$ cat src/rtl/sys_cntr_mc.sv
// Multi-channel up/down counter with per-channel wrap/saturate mode, step and [min,max] window.
// Optional macro SYS_CNTR_EVT_EN adds a registered per-channel boundary event output.
module sys_cntr_mc #(
    parameter int CH     = 4,
    parameter int W      = 8,
    parameter int STEP_W = 4
) (
    input  logic                 clk,
    input  logic                 rst_n,
    input  logic [CH-1:0]        i_clr,
    input  logic [CH-1:0]        i_ld,
    input  logic [CH*W-1:0]      i_ld_val,
    input  logic [CH-1:0]        i_en,
    input  logic [CH-1:0]        i_dir,
    input  logic [CH-1:0]        i_mode,
    input  logic [CH*STEP_W-1:0] i_step,
    input  logic [CH*W-1:0]      i_min,
    input  logic [CH*W-1:0]      i_max,
    output logic [CH*W-1:0]      o_cnt,
    output logic [CH-1:0]        o_at_min,
    output logic [CH-1:0]        o_at_max,
    output logic [CH-1:0]        o_evt
);

    // Arithmetic width wide enough that neither cnt+step nor min+step can overflow.
    localparam int AW = ((W > STEP_W) ? W : STEP_W) + 1;

    function automatic logic [W-1:0] clamp_val(
        input logic [W-1:0] v,
        input logic [W-1:0] lo,
        input logic [W-1:0] hi
    );
        logic [W-1:0] r;
        if (v < lo) begin
            r = lo;
        end else if (v > hi) begin
            r = hi;
        end else begin
            r = v;
        end
        return r;
    endfunction

    for (genvar c = 0; c < CH; c++) begin : g_ch
        logic [W-1:0]      cnt_r;
        logic [W-1:0]      cnt_nxt_s;
        logic [W-1:0]      min_s;
        logic [W-1:0]      max_s;
        logic [STEP_W-1:0] step_s;
        logic [AW-1:0]     cnt_x_s;
        logic [AW-1:0]     step_x_s;
        logic [AW-1:0]     min_x_s;
        logic [AW-1:0]     max_x_s;
        logic [AW-1:0]     sum_s;
        logic [AW-1:0]     diff_s;
        logic [AW-1:0]     lim_s;
        logic              cfg_err_s;
        logic              bnd_s;

        assign min_s     = i_min[c*W +: W];
        assign max_s     = i_max[c*W +: W];
        assign step_s    = i_step[c*STEP_W +: STEP_W];
        assign cnt_x_s   = {{(AW-W){1'b0}}, cnt_r};
        assign step_x_s  = {{(AW-STEP_W){1'b0}}, step_s};
        assign min_x_s   = {{(AW-W){1'b0}}, min_s};
        assign max_x_s   = {{(AW-W){1'b0}}, max_s};
        assign sum_s     = cnt_x_s + step_x_s;
        assign diff_s    = cnt_x_s - step_x_s;
        assign lim_s     = min_x_s + step_x_s;
        assign cfg_err_s = (min_s > max_s);

        // Next-state selection: clear > load > enabled step; boundary flag only on the step path.
        always_comb begin
            cnt_nxt_s = cnt_r;
            bnd_s     = 1'b0;
            if (i_clr[c]) begin
                cnt_nxt_s = min_s;
            end else if (i_ld[c]) begin
                cnt_nxt_s = clamp_val(i_ld_val[c*W +: W], min_s, max_s);
            end else if (i_en[c] && !cfg_err_s && (step_s != {STEP_W{1'b0}})) begin
                if (i_dir[c]) begin
                    if (sum_s <= max_x_s) begin
                        cnt_nxt_s = sum_s[W-1:0];
                    end else begin
                        bnd_s     = 1'b1;
                        cnt_nxt_s = i_mode[c] ? max_s : min_s;
                    end
                end else begin
                    if (cnt_x_s < lim_s) begin
                        bnd_s     = 1'b1;
                        cnt_nxt_s = i_mode[c] ? min_s : max_s;
                    end else begin
                        cnt_nxt_s = diff_s[W-1:0];
                    end
                end
            end else begin
                cnt_nxt_s = cnt_r;
            end
        end

        // Counter register.
        always_ff @(posedge clk or negedge rst_n) begin
            if (!rst_n) begin
                cnt_r <= {W{1'b0}};
            end else begin
                cnt_r <= cnt_nxt_s;
            end
        end

        assign o_cnt[c*W +: W] = cnt_r;
        assign o_at_min[c]     = (cnt_r == min_s);
        assign o_at_max[c]     = (cnt_r == max_s);

`ifdef SYS_CNTR_EVT_EN
        logic evt_r;

        // Boundary event, high for the cycle after a wrap/clip edge.
        always_ff @(posedge clk or negedge rst_n) begin
            if (!rst_n) begin
                evt_r <= 1'b0;
            end else begin
                evt_r <= bnd_s;
            end
        end

        assign o_evt[c] = evt_r;
`else
        assign o_evt[c] = 1'b0 & bnd_s;
`endif
    end

endmodule

$ cat config.mk
export PLATFORM = sky130hd
export DESIGN_NAME = sys_cntr_mc
export DESIGN_NICKNAME = d
export VERILOG_FILES = /design/src/rtl/sys_cntr_mc.sv
export SDC_FILE = /design/constraint.sdc
export NUM_CORES = 1
export LEC_CHECK = 0
export ABC_AREA = 1
export CORE_ASPECT_RATIO = 1.1
export CORE_MARGIN = 4
export CORE_UTILIZATION = 40
export DETAILED_ROUTE_END_ITERATION = 12
export DONT_BUFFER_PORTS = 1
export HOLD_SLACK_MARGIN = 0.15
export SYNTH_ARGS = -nofsm -noshare
export SYNTH_HDL_FRONTEND = slang
export SYNTH_SLANG_ARGS = --single-unit
$ cat constraint.sdc
create_clock -name clk -period 8.6 [get_ports clk]
set_input_delay 1.29 -clock clk [delete_from_list [all_inputs] [get_ports clk]]
set_output_delay 1.29 -clock clk [all_outputs]
set_load 0.005 [all_outputs]
# --- Yosys cells after proc, flatten, opt, wreduce, memory -nomap -nowiden ---
# Index checks and enable logic that the tools add are counted.
word_totals:
  regBits: 32
  in_bits: 134
  output_inout_bits: 44
classes:
  n_addsub: 12
  magnitude_cmp: 20
  eq_ne: 8
  mux: 40
  n_reduce_logical: 20
op_table:
  columns: ["cell", "count"]
  rows:
  - ["$mux 8", 40]
  - ["$add 8x4->9", 8]
  - ["$eq 8x8->1", 8]
  - ["$gt 8x8->1", 8]
  - ["$le 9x8->1", 4]
  - ["$lt 8x9->1", 4]
  - ["$lt 8x8->1", 4]
  - ["$sub 8x4->8", 4]
  - ["$reduce_bool 4->1", 4]
  - ["$reduce_bool 3->1", 4]
  - ["$logic_and 1x1->1", 8]
  - ["$logic_not 1->1", 4]

# --- Longest topological paths before layout ---
logic_depth:
  ltp_word: 7
  ltp_mapped: 25

# --- Least setup slack after synthesis ---
# No wires, ideal clock.
synth_timing:
  path_type: "input to register"
  from: "input port i_step[0]"
  to: "register g_ch[0].cnt_r[7]"
  setup_time_ps: 114
  arrival_ps: 3823
  path_slack_ps: 4663
  path_stages: 21
  cell_sequence: "ha_1 inv_1 fa_1 or2_1 nand2_1 o21ai_2 o21ai_0 nand2_1 ha_1 nand3_1 or2_2 nand3_1 nand2_1 nand2_2 nand2_1 nand3_1 nand2_1 nand2_1 nand3_1 nand2_1 inv_1"
synth_between:
  elab_chain_len: 7
synth_lines:
  columns: ["element", "line_no", "rtl"]
  rows:
  - ["from (decl)", "16", "input logic [CH*STEP_W-1:0] i_step,"]
  - ["$add 8x4->9 (on tied branches)", "69, 67", null]
  - ["$lt 8x9->1 / $le 9x8->1 (equally long branches)", "89, 82", null]
  - ["$mux 8 (on tied branches)", "89, 82", null]
  - ["$mux 8", "81", "if (i_dir[c]) begin"]
  - ["$mux 8", "80", "end else if (i_en[c] && !cfg_err_s && (step_s != {STEP_W{1'b0}})) begin"]
  - ["$mux 8", "78", "end else if (i_ld[c]) begin"]
  - ["$mux 8", "76", "if (i_clr[c]) begin"]
  - ["to (signal assigned)", "104", "cnt_r <= {W{1'b0}};"]
  - ["to (signal assigned)", "106", "cnt_r <= cnt_nxt_s;"]
  - ["to (decl)", "45", "logic [W-1:0] cnt_r;"]
# Several ways; a longest one is shown, not always the timed one. The select of a mux whose other input is x is not followed.
# A chain may end at the register's enable or synchronous reset.

# --- Final worst setup path ---
layout_timing:
  from: "input port i_max[22]"
  to: "output port o_at_max[2]"
layout_between:
  elab_chain_len: 1
layout_lines:
  columns: ["element", "line_no", "rtl"]
  rows:
  - ["from (decl)", "18", "input logic [CH*W-1:0] i_max,"]
  - ["$eq 8x8->1", "112", "assign o_at_max[c] = (cnt_r == max_s);"]
  - ["to (decl)", "21", "output logic [CH-1:0] o_at_max,"]
# Every way passes these cells.

==> run_results.csv <==
group,metric,value,unit
outcome,status,"complete, no violations",
logic_synthesis,synth_cell_types,47,
cts,cts_buffers,5,
timing,rsz0062_at_grt,"false",
cts,clk_pin_slew_worst_paths,60,ps
floorplan,placementRows,65,
routing,drt-wirelength-per-cell,17.9,um
power,power_density,139,mW/mm^2
floorplan,dieHeight,188,um
power,clock_power_share,10.9,%
routing,drc,0,
placement,pre_cts_slack,4370,ps
routing,drtAntennaViolNets,0,
timing,final.period_utilization,46.2,%
placement,gp_congestion,0.965,
layout,fin_nets,2306,
layout,largest_reg_flops,32,
timing,period_needed,3980,ps
setup_path,worstPathMaxFanout,6,
layout,drive_above_1_share,4.74,%
cts,root_buffer,"clkbuf_16",
power,irDropWorstVdd,0.0000646,V
power,p_int,0.741,mW
logic_synthesis,synth.area.mux_share,0,%
timing,hold_viol,0,
logic_synthesis,synth_cells,1992,
timing,drv_slew,0,
setup_path,critPathLaunchType,"input pin",
power,p_comb_share,71.6,%
worst_hold_path,min_path_type,"in -> async",
setup_path,crit_path_end_kind,"primary output",
cts,insertion_delay,290,ps
floorplan,dieWidth,171,um
timing,worst_slack,4620,ps
grt,antenna_found_initial,0,
timing,holdWs,688,ps
timing,fmax,251,MHz
setup_path,required,7310,ps
cts,ctsResizeCount,0,
layout,regMostFlops,"g_ch.cnt_r",
logic_synthesis,synth_seq_cells,32,
logic_synthesis,synth_edf_count,0,
timing,fin_worst_skew,6.84,ps
grt,grt_start_max_net_pins,33,
timing,relSlewSlack,32.4,%
placement,dpl-instance-area,0.0120,mm^2
layout,final_area,0.0122,mm^2
routing,vias_per_cell,5.55,
layout,antenna_cells,0,
cts,ctsLongestPathBuffers,2,
setup_path,rrSetupSlack,5040,ps
placement,numPortBuffers,0,
power,p_sw_share,56.3,%
routing,wirelength,41.7,mm
power,p_switching,0.953,mW
logic_synthesis,synth_ff_type,"dfrtp_1",
logic_synthesis,yosysWarnings,0,
setup_path,crit_arrival,2690,ps
layout,areaGrowthSynthToFinish,3.71,%
logic_synthesis,syn_avg_cell_area,5.89,um^2
timing,worstMarginPinSlew,989,ps
layout,reg_top3,"g_ch.cnt_r x32",
floorplan,core,0.0288,mm^2
timing,fin_tns_setup,0,ps
layout,regArea,801,um^2
power,leakage,6.64,nW
logic_synthesis,synth_fa_ha_area_share,23.4,%
floorplan,initial_utilization,40.7,%
layout,fillers,3169,
floorplan,dieArea,0.0321,mm^2
floorplan,io_pins,178,
routing,firstDrtPassIters,6,
cts,post_cts_buffers,0,
logic_synthesis,yosysSeqAreaShare,6.83,%
logic_synthesis,synth_compound_area_share,12.1,%
logic_synthesis,synth-simple-area-share,42.1,%
logic_synthesis,synthArstFlopShare,100,%
timing,setup_viol,0,
setup_path,path_class,"in -> out",
cts,htreeDepth,2,
logic_synthesis,synth_xor_area_share,6.12,%
grt,grt_pass1_vias,12400,
routing,drt-initial-drc-count,948,
layout,multi_input_area,0.00983,mm^2
logic_synthesis,syn_area,0.0117,mm^2
grt,grt_pass1_wl,65.9,mm
cts,cts_tree,"done",
routing,vias,12900,
power,p_seq_share,17.5,%
cts,postCtsHoldBufs,0,
placement,dp_hpwl,34.2,mm
flow_run,drv_cap,0,
logic_synthesis,synth_top_family_by_area,"simple AND/OR/NAND/NOR gates",
grt,grt_usage,25.2,%
cts,cts.sinks,32,
grt,grt_overflow,0,
-- critical path: stages --
cell	delay [ps]
inv_1	230
nor2_1	70
nor3_1	180
nand3_1	110
a2111oi_0	790
-- layout make-up --
cell class	instances	share of cell area, %
Tap cell	368	3.79
Clock buffer	5	1.03
Inverter	241	7.44
Multi-Input combinational cell	1677	80.8
Sequential cell	32	6.58
Timing Repair Buffer	3	0.185
Clock inverter	3	0.154
-- logic make-up after synthesis --
kind of cell | count (synthesis)
XOR/XNOR | 82
other | 1
flip-flops | 32
AO/OA/AOI/OAI | 253
AND/OR/NAND/NOR | 1126
adder cells (fa/ha/maj) | 212
buffers and inverters | 286
-- final timing paths --
| path | start | end | cells after the start |
|---|---|---|---|
| max in group asynchronous | rst_n | g_ch[3].cnt_r[0] | 0 |
| worst min register to register | g_ch[2].cnt_r[0] | g_ch[2].cnt_r[0] | 2 |
| worst max register to register | g_ch[0].cnt_r[0] | g_ch[0].cnt_r[5] | 21 |
| min in group clk | g_ch[2].cnt_r[0] | g_ch[2].cnt_r[0] | 2 |
| worst max-delay path | i_max[22] | o_at_max[2] | 5 |
| worst min-delay path | rst_n | g_ch[0].cnt_r[1] | 0 |
-- synthesized netlist by cell type (6+ instances only) --
cell	instances	area, um^2
nand3_1	282	1410
inv_2	22	82.6
clkbuf_1	23	86.3
nand3_2	8	80.1
nor3_1	12	60.1
or2_2	6	37.5
o21a_1	10	75.1
o21ai_0	93	465
a21oi_2	17	149
nand4_1	31	194
xor2_1	50	438
xnor2_1	32	280
inv_1	216	811
nor2_1	82	308
a21oi_1	107	536
nand2_2	10	62.6
dfrtp_1	32	801
buf_2	15	75.1
fa_1	12	240
nand2_1	665	2500
ha_1	200	2500
-- power by group through the flow --
stage	logic [mW]	clock network (mW)	registers [mW]
after global placement	1.18	0	0.298
after detailed placement	1.20	0	0.299
after floorplan	0.988	0	0.222
final	1.21	0.185	0.297
after CTS	1.21	0.191	0.296
after global routing	1.40	0.196	0.303
-- layer usage --
layer | vias to the layer above | share of wire (%) | GRT usage [%]
li1 | 6492 | - | -
met1 | 5852 | 42 | 31.7
met2 | 478 | 46 | 41.9
met3 | 93 | 8.6 | 5.46
met4 | 0 | 3.7 | 9.48
met5 | - | 0 | 0
-- stage by stage --
| step | instances | util, % | total power, mW |
|---|---|---|---|
| 2_1_floorplan | 1995 | - | 1.21 |
| 3_3_place_gp | 2321 | 41.8 | 1.48 |
| 3_5_place_dp | 2321 | 41.8 | 1.50 |
| 4_1_cts | 2329 | 42.3 | 1.69 |
| 5_1_grt | 2329 | 42.3 | 1.89 |
| 6_report | 2329 | 42.3 | 1.69 |
-- cells in the final DEF (no fill, tap or decap), drive strengths merged, types with 3 or more instances in the layout --
master,n
xor2,50
nand3b,6
nor2,91
buf,3
o21a,10
dfrtp,32
fa,12
o21bai,3
conb,4
nand2,679
or2,9
a21o,5
o31a,3
xnor2,32
nand3,290
clkinv,6
o211ai,3
inv,238
nor4,4
clkbuf,5
a21oi,124
o21ai,99
nor3,14
nand4,32
ha,200
Power figures use the tool's default switching activity.
